File: src/rtl/fifo_pkg.sv
// Shared types and helpers for the parametrised synchronous FIFO.
package fifo_pkg;

    localparam int unsigned DEFAULT_DATA_WIDTH = 8;
    localparam int unsigned DEFAULT_DEPTH      = 32;

    // Registered status flags, all derived from the next occupancy.
    typedef struct packed {
        logic full;
        logic empty;
        logic afull;
        logic aempty;
    } fifo_flags_t;

    // Occupancy counter width: must represent 0..depth inclusive.
    function automatic int unsigned count_width(input int unsigned depth);
        return $clog2(depth) + 1;
    endfunction

endpackage

File: src/rtl/fifo_ram_2p.sv
// Simple dual-port storage: one write port, one registered read port.
// Only the read-data register is reset; the array itself is not.
module fifo_ram_2p #(
    parameter int unsigned DATA_WIDTH = 8,
    parameter int unsigned DEPTH      = 32
) (
    input  logic                       clk,
    input  logic                       rst_n,
    input  logic                       we,
    input  logic [$clog2(DEPTH)-1:0]   waddr,
    input  logic [DATA_WIDTH-1:0]      wdata,
    input  logic                       re,
    input  logic [$clog2(DEPTH)-1:0]   raddr,
    output logic [DATA_WIDTH-1:0]      rdata
);

    logic [DATA_WIDTH-1:0] mem_q [DEPTH];
    logic [DATA_WIDTH-1:0] rdata_q;
    logic [DATA_WIDTH-1:0] rdata_d;

    // Storage write port.
    always_ff @(posedge clk) begin
        if (we) begin
            mem_q[waddr] <= wdata;
        end
    end

    // Read data holds its value unless a read is accepted.
    always_comb begin
        rdata_d = rdata_q;
        if (re) begin
            rdata_d = mem_q[raddr];
        end
    end

    // Read data register.
    always_ff @(posedge clk or negedge rst_n) begin
        if (!rst_n) begin
            rdata_q <= '0;
        end else begin
            rdata_q <= rdata_d;
        end
    end

    assign rdata = rdata_q;

endmodule

File: src/rtl/sync_fifo_param.sv
// Single-clock parametrised FIFO with registered read data, occupancy
// count and almost-full/almost-empty thresholds.
// Optional macro SYNC_FIFO_ERR_FLAGS_EN adds sticky overflow/underflow flags.
module sync_fifo_param
    import fifo_pkg::*;
#(
    parameter int unsigned DATA_WIDTH    = DEFAULT_DATA_WIDTH,
    parameter int unsigned DEPTH         = DEFAULT_DEPTH,
    parameter int unsigned AFULL_THRESH  = DEPTH - 2,
    parameter int unsigned AEMPTY_THRESH = 2
) (
    input  logic                     clk,
    input  logic                     resetn,
    input  logic [DATA_WIDTH-1:0]    wdata,
    input  logic                     i_wreq,
    input  logic                     i_rreq,
    output logic [DATA_WIDTH-1:0]    rdata,
    output logic                     o_wready,
    output logic                     o_rready,
    output logic                     fifo_isfull,
    output logic                     fifo_isempty,
    output logic                     o_almost_full,
    output logic                     o_almost_empty,
`ifdef SYNC_FIFO_ERR_FLAGS_EN
    input  logic                     i_err_clr,
    output logic                     o_overflow,
    output logic                     o_underflow,
`endif
    output logic [$clog2(DEPTH):0]   o_count
);

    localparam int unsigned PTR_W = $clog2(DEPTH);
    localparam int unsigned CNT_W = count_width(DEPTH);

    localparam fifo_flags_t FLAGS_RST = '{
        full:   1'b0,
        empty:  1'b1,
        afull:  (AFULL_THRESH == 0),
        aempty: 1'b1
    };

    logic [PTR_W-1:0] wr_ptr_q, wr_ptr_d;
    logic [PTR_W-1:0] rd_ptr_q, rd_ptr_d;
    logic [CNT_W-1:0] count_q, count_d;
    fifo_flags_t      flags_q, flags_d;
    logic             wr_acc;
    logic             rd_acc;

    // Acceptance, pointer advance, occupancy and next-state flags.
    always_comb begin
        wr_acc   = i_wreq & ~flags_q.full;
        rd_acc   = i_rreq & ~flags_q.empty;
        wr_ptr_d = wr_ptr_q;
        rd_ptr_d = rd_ptr_q;
        if (wr_acc) begin
            wr_ptr_d = wr_ptr_q + PTR_W'(1);
        end
        if (rd_acc) begin
            rd_ptr_d = rd_ptr_q + PTR_W'(1);
        end
        count_d        = count_q + CNT_W'(wr_acc) - CNT_W'(rd_acc);
        flags_d.full   = (count_d == CNT_W'(DEPTH));
        flags_d.empty  = (count_d == CNT_W'(0));
        flags_d.afull  = (count_d >= CNT_W'(AFULL_THRESH));
        flags_d.aempty = (count_d <= CNT_W'(AEMPTY_THRESH));
    end

    // Pointer, count and flag registers.
    always_ff @(posedge clk or negedge resetn) begin
        if (!resetn) begin
            wr_ptr_q <= '0;
            rd_ptr_q <= '0;
            count_q  <= '0;
            flags_q  <= FLAGS_RST;
        end else begin
            wr_ptr_q <= wr_ptr_d;
            rd_ptr_q <= rd_ptr_d;
            count_q  <= count_d;
            flags_q  <= flags_d;
        end
    end

    fifo_ram_2p #(
        .DATA_WIDTH (DATA_WIDTH),
        .DEPTH      (DEPTH)
    ) u_ram (
        .clk   (clk),
        .rst_n (resetn),
        .we    (wr_acc),
        .waddr (wr_ptr_q),
        .wdata (wdata),
        .re    (rd_acc),
        .raddr (rd_ptr_q),
        .rdata (rdata)
    );

`ifdef SYNC_FIFO_ERR_FLAGS_EN
    logic overflow_q, overflow_d;
    logic underflow_q, underflow_d;

    // Sticky error flags; a new event in the clear cycle wins over the clear.
    always_comb begin
        overflow_d  = overflow_q;
        underflow_d = underflow_q;
        if (i_err_clr) begin
            overflow_d  = 1'b0;
            underflow_d = 1'b0;
        end
        if (i_wreq & flags_q.full) begin
            overflow_d = 1'b1;
        end
        if (i_rreq & flags_q.empty) begin
            underflow_d = 1'b1;
        end
    end

    // Error flag registers.
    always_ff @(posedge clk or negedge resetn) begin
        if (!resetn) begin
            overflow_q  <= 1'b0;
            underflow_q <= 1'b0;
        end else begin
            overflow_q  <= overflow_d;
            underflow_q <= underflow_d;
        end
    end

    assign o_overflow  = overflow_q;
    assign o_underflow = underflow_q;
`endif

    assign o_count        = count_q;
    assign fifo_isfull    = flags_q.full;
    assign fifo_isempty   = flags_q.empty;
    assign o_almost_full  = flags_q.afull;
    assign o_almost_empty = flags_q.aempty;
    assign o_wready       = ~flags_q.full;
    assign o_rready       = ~flags_q.empty;

endmodule
File: config.mk
export PLATFORM = sky130hd
export DESIGN_NAME = sync_fifo_param
export DESIGN_NICKNAME = d
export VERILOG_FILES = /design/src/rtl/fifo_pkg.sv /design/src/rtl/fifo_ram_2p.sv /design/src/rtl/sync_fifo_param.sv
export SDC_FILE = /design/constraint.sdc
export NUM_CORES = 1
export LEC_CHECK = 0
export CELL_PAD_IN_SITES_DETAIL_PLACEMENT = 1
export CELL_PAD_IN_SITES_GLOBAL_PLACEMENT = 1
export CORE_ASPECT_RATIO = 1.5
export CORE_MARGIN = 2
export CORE_UTILIZATION = 60
export CTS_BUF_LIST = sky130_fd_sc_hd__clkbuf_2 sky130_fd_sc_hd__clkbuf_4 sky130_fd_sc_hd__clkbuf_8
export CTS_CLUSTER_SIZE = 8
export DETAILED_ROUTE_END_ITERATION = 7
export PLACE_DENSITY_LB_ADDON = 0.1
export SETUP_SLACK_MARGIN = 0.4
export SYNTH_ARGS = -nofsm -noshare
export SYNTH_HDL_FRONTEND = slang
export SYNTH_SLANG_ARGS = --single-unit
File: constraint.sdc
create_clock -name clk -period 7.4 [get_ports clk]
set_clock_uncertainty 0.15 [all_clocks]
set_input_delay 1.48 -clock clk [delete_from_list [all_inputs] [get_ports clk]]
set_output_delay 1.48 -clock clk [all_outputs]
set_load 0.02 [all_outputs]
==> summary.md <==
| Metric | Value |
|---|---|
| GR Overflow Total | `0` |
| Clock Path Buffers | `3` |
| CP Data Arrival Time | `4440 ps` |
| HP Class | `register to register` |
| IO buf count | `31` |
| Clock Sinks | `284` |
| Post-DP HPWL | `16000 um` |
| DRT iter0 DRCs | `483` |
| Switching pwr | `1599 uW` |
| Yosys cell types | `44` |
| Syn Nets | `632` |
| DR DRC count | `0` |
| VDD IR max | `0.1885 mV` |
| Comb pwr share | `30.9%` |
| Crit path time final | `4124 ps` |
| Pre-antenna DRT Iters | `5` |
| Placeable core area | `18470 um2` |
| Antenna viol nets, final | `0` |
| Power per cell area | `385.2 nW/um2` |
| Filler Cell Count | `1562` |
| Final WL | `25000 um` |
| Post-synth EDFFs | `256` |
| Final setup TNS | `0 ps` |
| Fin crit share | `55.72%` |
| Layout cell share with drive strength beyond 1 | `17.26%` |
| Placed instance area | `11750 um2` |
| Max-slew headroom | `9.620%` |
| Full die area | `19880 um2` |
| Yosys reg bits | `284` |
| Die W | `115.8 um` |
| Final Hold Vio Count | `0` |
| Setup violators final | `0` |
| Die Y-Extent | `171.7 um` |
| Fin nets | `684` |
| Final GP Congestion | `0.8185` |
| Crit-path max FO | `9` |
| Max Clk Rate | `242.5 MHz` |
| Post-synthesis sequential area ratio | `74.60%` |
| Worst-margin pin slew | `1351 ps` |
| Clk network pwr share | `24.8%` |
| Initial antenna violation count | `0` |
| CP Launch Type | `primary input` |
| H-tree depth | `2` |
| # rows | `61` |
| Yosys Warn Count | `0` |
| Asr flop ratio synth | `9.859%` |
| RSZ-0062 raised after global routing | `no` |
| Post-CTS setup buffers | `0` |
| Syn_area_per_cell | `18.50 um2` |
| Post-Syn Area | `11250 um2` |
| Worst-Skew Late Latency | `550 ps` |
| Crit path required time | `7710 ps` |
| Starting Density | `60.89%` |
| Post-route cell area | `12510 um2` |
| Reg clk slew, reported paths | `60 ps` |
| Drt via density | `6.187` |
| WS Path Type | `primary input to register` |
| Gr usage total | `26.78%` |
| Total CTS buffers | `43` |
| ANT cells | `0` |
| Vias in the first global route | `6493` |
| Area Overhead vs Synth | `11.25%` |
| Largest net degree at the start of global routing | `55` |
| Synth Instances | `608` |
| Num ports | `32` |
| Final Max Slew Viols | `0` |
| Vias | `5754` |
| Lkg Pwr | `0.004216 uW` |
| Status | `complete, no violations` |
| Setup crit end kind | `register` |
| Post-CTS Resized | `0` |
| DR WL/cell | `26.88 um` |
| Ys flop type | `edfxtp_1` |
| Switching portion of total power | `33.18%` |
| Sequential power share | `44.3%` |
| First-pass GRT wire length | `38720 um` |
| Cell-internal power | `3221 uW` |
| Hold buffers post-CTS | `0` |
| Maxcap violations | `0` |
| CTS root buf | `clkbuf_8` |
| CTS tree | `built` |
==> worst max-delay path, cell delays in order <==
cell and delay, ps:
clkdlybuf4s50_1 440, nor2b_1 530, inv_1 100, ha_1 290
inv_1 40, ha_1 200, fa_1 480, a211o_1 290
or4_1 430, nor2b_1 150
==> layout make-up <==
class / count / area (um2) / area share, %
Tap cell: 252 / 315.3 / 2.520
Multi-Input combinational cell: 281 / 2638 / 21.08
Inverter: 13 / 48.80 / 0.3900
Clock buffer: 61 / 752.0 / 6.010
Timing Repair Buffer: 37 / 355.3 / 2.840
Clock inverter: 2 / 7.507 / 0.06000
Sequential cell: 284 / 8396 / 67.10
==> cell families after synthesis <==
kind of cell               synth area share, %
DFF                                      74.60
and+or+nand+nor                          4.483
muxes                                    13.13
AOI/OAI and AO/OA                        3.582
buffers and inverters                    1.947
adders and majority gates                1.402
xor gates and xnor gates                0.8567
==> cell usage in the layout, fill, tap and decap left out, drive strengths merged, types with 9 or more instances in the layout <==
master,count
a2111oi,9
clkbuf,61
clkdlybuf4s50,31
dfrtp,26
edfxtp,256
ha,11
inv,13
mux2i,56
mux4,40
nand2,10
nor2,53
nor3,10
o22ai,25
==> cells in the mapped netlist, drive strengths merged, types with 4 or more instances <==
cell type | number | area share [%]
ha | 11 | 1.2
a21oi | 4 | 0.18
buf | 18 | 1.1
a2111oi | 9 | 0.87
o21ai | 5 | 0.22
inv | 13 | 0.43
clkbuf | 12 | 0.40
nor4 | 8 | 0.45
a22o | 8 | 0.62
nor3 | 10 | 0.45
o22ai | 25 | 1.4
nor2 | 53 | 1.8
edfxtp | 256 | 68
nor2b | 5 | 0.28
nand2 | 10 | 0.33
dfrtp | 26 | 5.8
mux2i | 56 | 5.0
mux4 | 40 | 8.0
xnor2 | 8 | 0.62
==> worst paths after layout <==
kind / slack (ps) / cells after the start / to / from
worst max-delay path: 3280 / 10 / fifo_isfull$_DFF_PN0_ / i_wreq
worst min-delay path: 360 / 1 / rd_ptr_q[4]$_DFFE_PN0P_ / rd_ptr_q[4]$_DFFE_PN0P_
worst max register to register: 3620 / 5 / u_ram.rdata[3]$_DFFE_PN0P_ / rd_ptr_q[0]$_DFFE_PN0P_
worst min register to register: 360 / 1 / rd_ptr_q[4]$_DFFE_PN0P_ / rd_ptr_q[4]$_DFFE_PN0P_
max in group asynchronous: 5580 / 2 / fifo_isempty$_DFF_PN1_ / resetn
min in group asynchronous: 1180 / 2 / wr_ptr_q[3]$_DFFE_PN0P_ / resetn
==> metal layers <==
metal | global-route usage (%) | routed length [um]
met5 | 0 | 0
met4 | 11.85 | 1004
met3 | 4.686 | 1275
met2 | 45.82 | 13250
met1 | 33.57 | 9471
==> through the flow <==
stage	setup WS [ps]	power (uW)	utilization (%)	instances	hold slack [ps]
final	3276	4820	67.74	930	363.2
after global routing	3066	5039	67.74	930	395.2
after CTS	3308	4850	67.74	930	367.8
after detailed placement	2762	3653	63.63	867	349.8
after global placement	2872	3558	63.63	867	356.0
after floorplan	3423	3160	-	608	308.3
==> power by group through the flow <==
| stage | clock network (uW) | registers, uW | logic, uW |
|---|---|---|---|
| 6_report | 1190 | 2140 | 1490 |
| 5_1_grt | 1270 | 2160 | 1600 |
| 4_1_cts | 1220 | 2140 | 1490 |
| 3_5_place_dp | 0 | 2170 | 1480 |
| 3_3_place_gp | 0 | 2150 | 1410 |
| 2_1_floorplan | 0 | 2070 | 1090 |
==> sequential cells by signal, indices dropped and copies added, names as in the netlist <==
register / count
u_ram.mem_q: 256
o_almost_empty: 1
rd_ptr_q: 5
wr_ptr_q: 5
fifo_isempty: 1
o_count: 6
o_almost_full: 1
u_ram.rdata: 8
fifo_isfull: 1
No activity file was read; power rests on OpenSTA's default activity.
==> patch (same settings) <==
The package constant `DEFAULT_DATA_WIDTH` goes from 8 to 6.
--- a/src/rtl/fifo_pkg.sv
+++ b/src/rtl/fifo_pkg.sv
@@ -3,3 +3,3 @@
 
-    localparam int unsigned DEFAULT_DATA_WIDTH = 8;
+    localparam int unsigned DEFAULT_DATA_WIDTH = 6;
     localparam int unsigned DEFAULT_DEPTH      = 32;
Interface: changed (resized rdata and wdata); port bits go from 32 to 28. No check against the original RTL was run, so the function may have changed too.
==> patch against the unedited design <==
  * Non-clock buffer count is 7 lower
  * Area after synthesis is 22% lower
  * Largest power group unchanged
  * Cell count is 19% lower
  * Die area is 21% lower
  * Cell area is 22% lower
  * Routed wire length is 21% lower
  * Setup slack worse by 0.25 ns
  * Highest routed layer unchanged
  * Total power is 19% lower
  * Sequential cell count is 66 lower
  * Critical path depth stayed put
  * Critical path type unchanged
==> patch: results (changes against the unedited design) <==
[cts]
cts_buffers=34  ; was 43
postCtsSetupBuffers=0  ; unchanged
htreeDepth=2  ; unchanged
cts_buffer_depth=3  ; unchanged
clock_latency_ns=0.51  ; was 0.55 ns

[timing]
max_slew_margin_pct=14.5  ; was 9.62%

[route]
routedWlPerCell_um=26.1  ; was 26.9 µm
drt-pass1-iter-count=4  ; was 5
vias_per_cell=6.17  ; was 6.19
drt_iter0_markers=253  ; was 483

[global_route]
grt_pass1_wl_mm=30.3  ; was 38.7 mm
grt_max_degree=50  ; was 55
grt.total_usage_pct=26.6  ; was 26.8%
first_global_vias=5088  ; was 6493

[worst_setup_path]
startpoint=i_rreq  ; was i_wreq
timing.rr.start=fifo_isempty$_DFF_PN1_  ; was rd_ptr_q[0]$_DFFE_PN0P_
path_delay_family=simple AND/OR/NAND/NOR gates  ; unchanged
rr_endpoint=fifo_isfull$_DFF_PN0_  ; was u_ram.rdata[3]$_DFFE_PN0P_
r2r_setup_slack_ns=4.08  ; was 3.62 ns
cp.arrival_ns=4.65  ; was 4.44 ns
worstPathMaxFanout=14  ; was 9
rr_worst_depth=9  ; was 5
critical_path.max_stage_delay_ns=0.83  ; was 0.53 ns

[place]
placed_area_um2=9180  ; was 11800 µm²
hpwlAfterDp_mm=12.5  ; was 16.0 mm
io_buffers=27  ; was 31
placed_cells=696  ; was 867
gp_congestion=0.814  ; was 0.819

[outcome]
status=finished clean  ; unchanged

[power_and_ir_drop]
p_leak_nw=3.34  ; was 4.22 nW
vdd_drop_max_v=0.000294  ; was 0.000189 V

[synthesis]
synthTopCellsByArea=edfxtp_1 (66%), mux4_2 (7.7%), dfrtp_1 (6.9%)  ; was edfxtp_1 (68%), mux4_2 (7.8%), dfrtp_1 (5.8%)
yosysSeqAreaShare_pct=73.2  ; was 74.6%
synth.distinct_cells=43  ; was 44
synth.net_count=514  ; was 632
ys_warn_count=0  ; unchanged
async_flop_share_pct=11.9  ; was 9.86%
syn_inst=492  ; was 608
synth_edf_count=192  ; was 256
ys_top_cells_by_count=edfxtp_1 (192), nor2_1 (49), mux2i_1 (42)  ; was edfxtp_1 (256), mux2i_1 (56), nor2_1 (53)

[final_layout]
final_layout_size_suffix_gt1_share_pct=17.3  ; about the same
fillCellCount=1247  ; was 1562
layout.cells.non_filler=751  ; was 930
fin_nets=558  ; was 684
largest_register_ffs=192  ; was 256

-- patch: cell count changes after synthesis, sizes merged, moves of 4 or more --
cell    before  now
clkbuf      12    8
mux2i       56   42
o22ai       25   19
nor2        53   49
mux4        40   30
buf         18   14
edfxtp     256  192
-- patch: worst min-delay path by stage --
stage	from	to	slack, ns	depth (start not counted)
floorplan	rd_ptr_q[4]$_DFFE_PN0P_	rd_ptr_q[4]$_DFFE_PN0P_	0.31	1
global placement	rd_ptr_q[4]$_DFFE_PN0P_	rd_ptr_q[4]$_DFFE_PN0P_	0.36	1
finish	rd_ptr_q[4]$_DFFE_PN0P_	rd_ptr_q[4]$_DFFE_PN0P_	0.38	1
CTS	rd_ptr_q[4]$_DFFE_PN0P_	rd_ptr_q[4]$_DFFE_PN0P_	0.38	1
global route	rd_ptr_q[4]$_DFFE_PN0P_	rd_ptr_q[4]$_DFFE_PN0P_	0.40	1
detailed placement	rd_ptr_q[4]$_DFFE_PN0P_	rd_ptr_q[4]$_DFFE_PN0P_	0.36	1
-- patch: area by class of cell --
type	instances	area, µm²	area share (%)
Sequential cell	218	6420	65.4
Multi-Input combinational cell	239	2170	22.1
Clock buffer	53	623	6.35
Timing Repair Buffer	30	293	2.98
Tap cell	196	245	2.50
Inverter	13	48.8	0.497
Clock inverter	2	11.3	0.115
-- patch: per-layer routing --
layer  part of all wire, %  GRT usage, %
met2                    55          46.3
met5                     0             0
met1                    38          33.5
met4                   3.2          10.2
met3                   3.9          3.82
-- patch: cell families after synthesis --
logic type / count (synthesis) / share of synthesized area (%)
AO/OA/AOI/OAI: 45 / 3.92
XOR/XNOR: 11 / 1.10
adder cells (fa/ha/maj): 12 / 1.80
buffers and inverters: 35 / 2.01
flip-flops: 218 / 73.2
multiplexers: 73 / 12.6
AND/OR/NAND/NOR: 98 / 5.32
-- patch: through the flow --
step                worst slack (ns)  hold WS [ns]
floorplan                       3.52         0.309
global placement                2.66         0.358
detailed placement              2.51         0.358
CTS                             3.02         0.378
global route                    2.68         0.401
finish                          3.03         0.375
-- patch: power by group --
part           leakage, nW  switching (mW)  internal (mW)  total, mW
Sequential            2.03           0.149           1.49       1.64
Clock                0.339           0.436          0.530      0.965
Combinational        0.975           0.736          0.546       1.28
-- patch: worst reg2reg max path: stages (launching register included) --
cell	delay, ns
dfstp_2	0.39
nor2b_1	0.81
ha_1	0.28
inv_1	0.07
ha_1	0.27
a21o_1	0.15
a21oi_1	0.27
xnor2_1	0.17
or4_1	0.53
nor2b_1	0.14
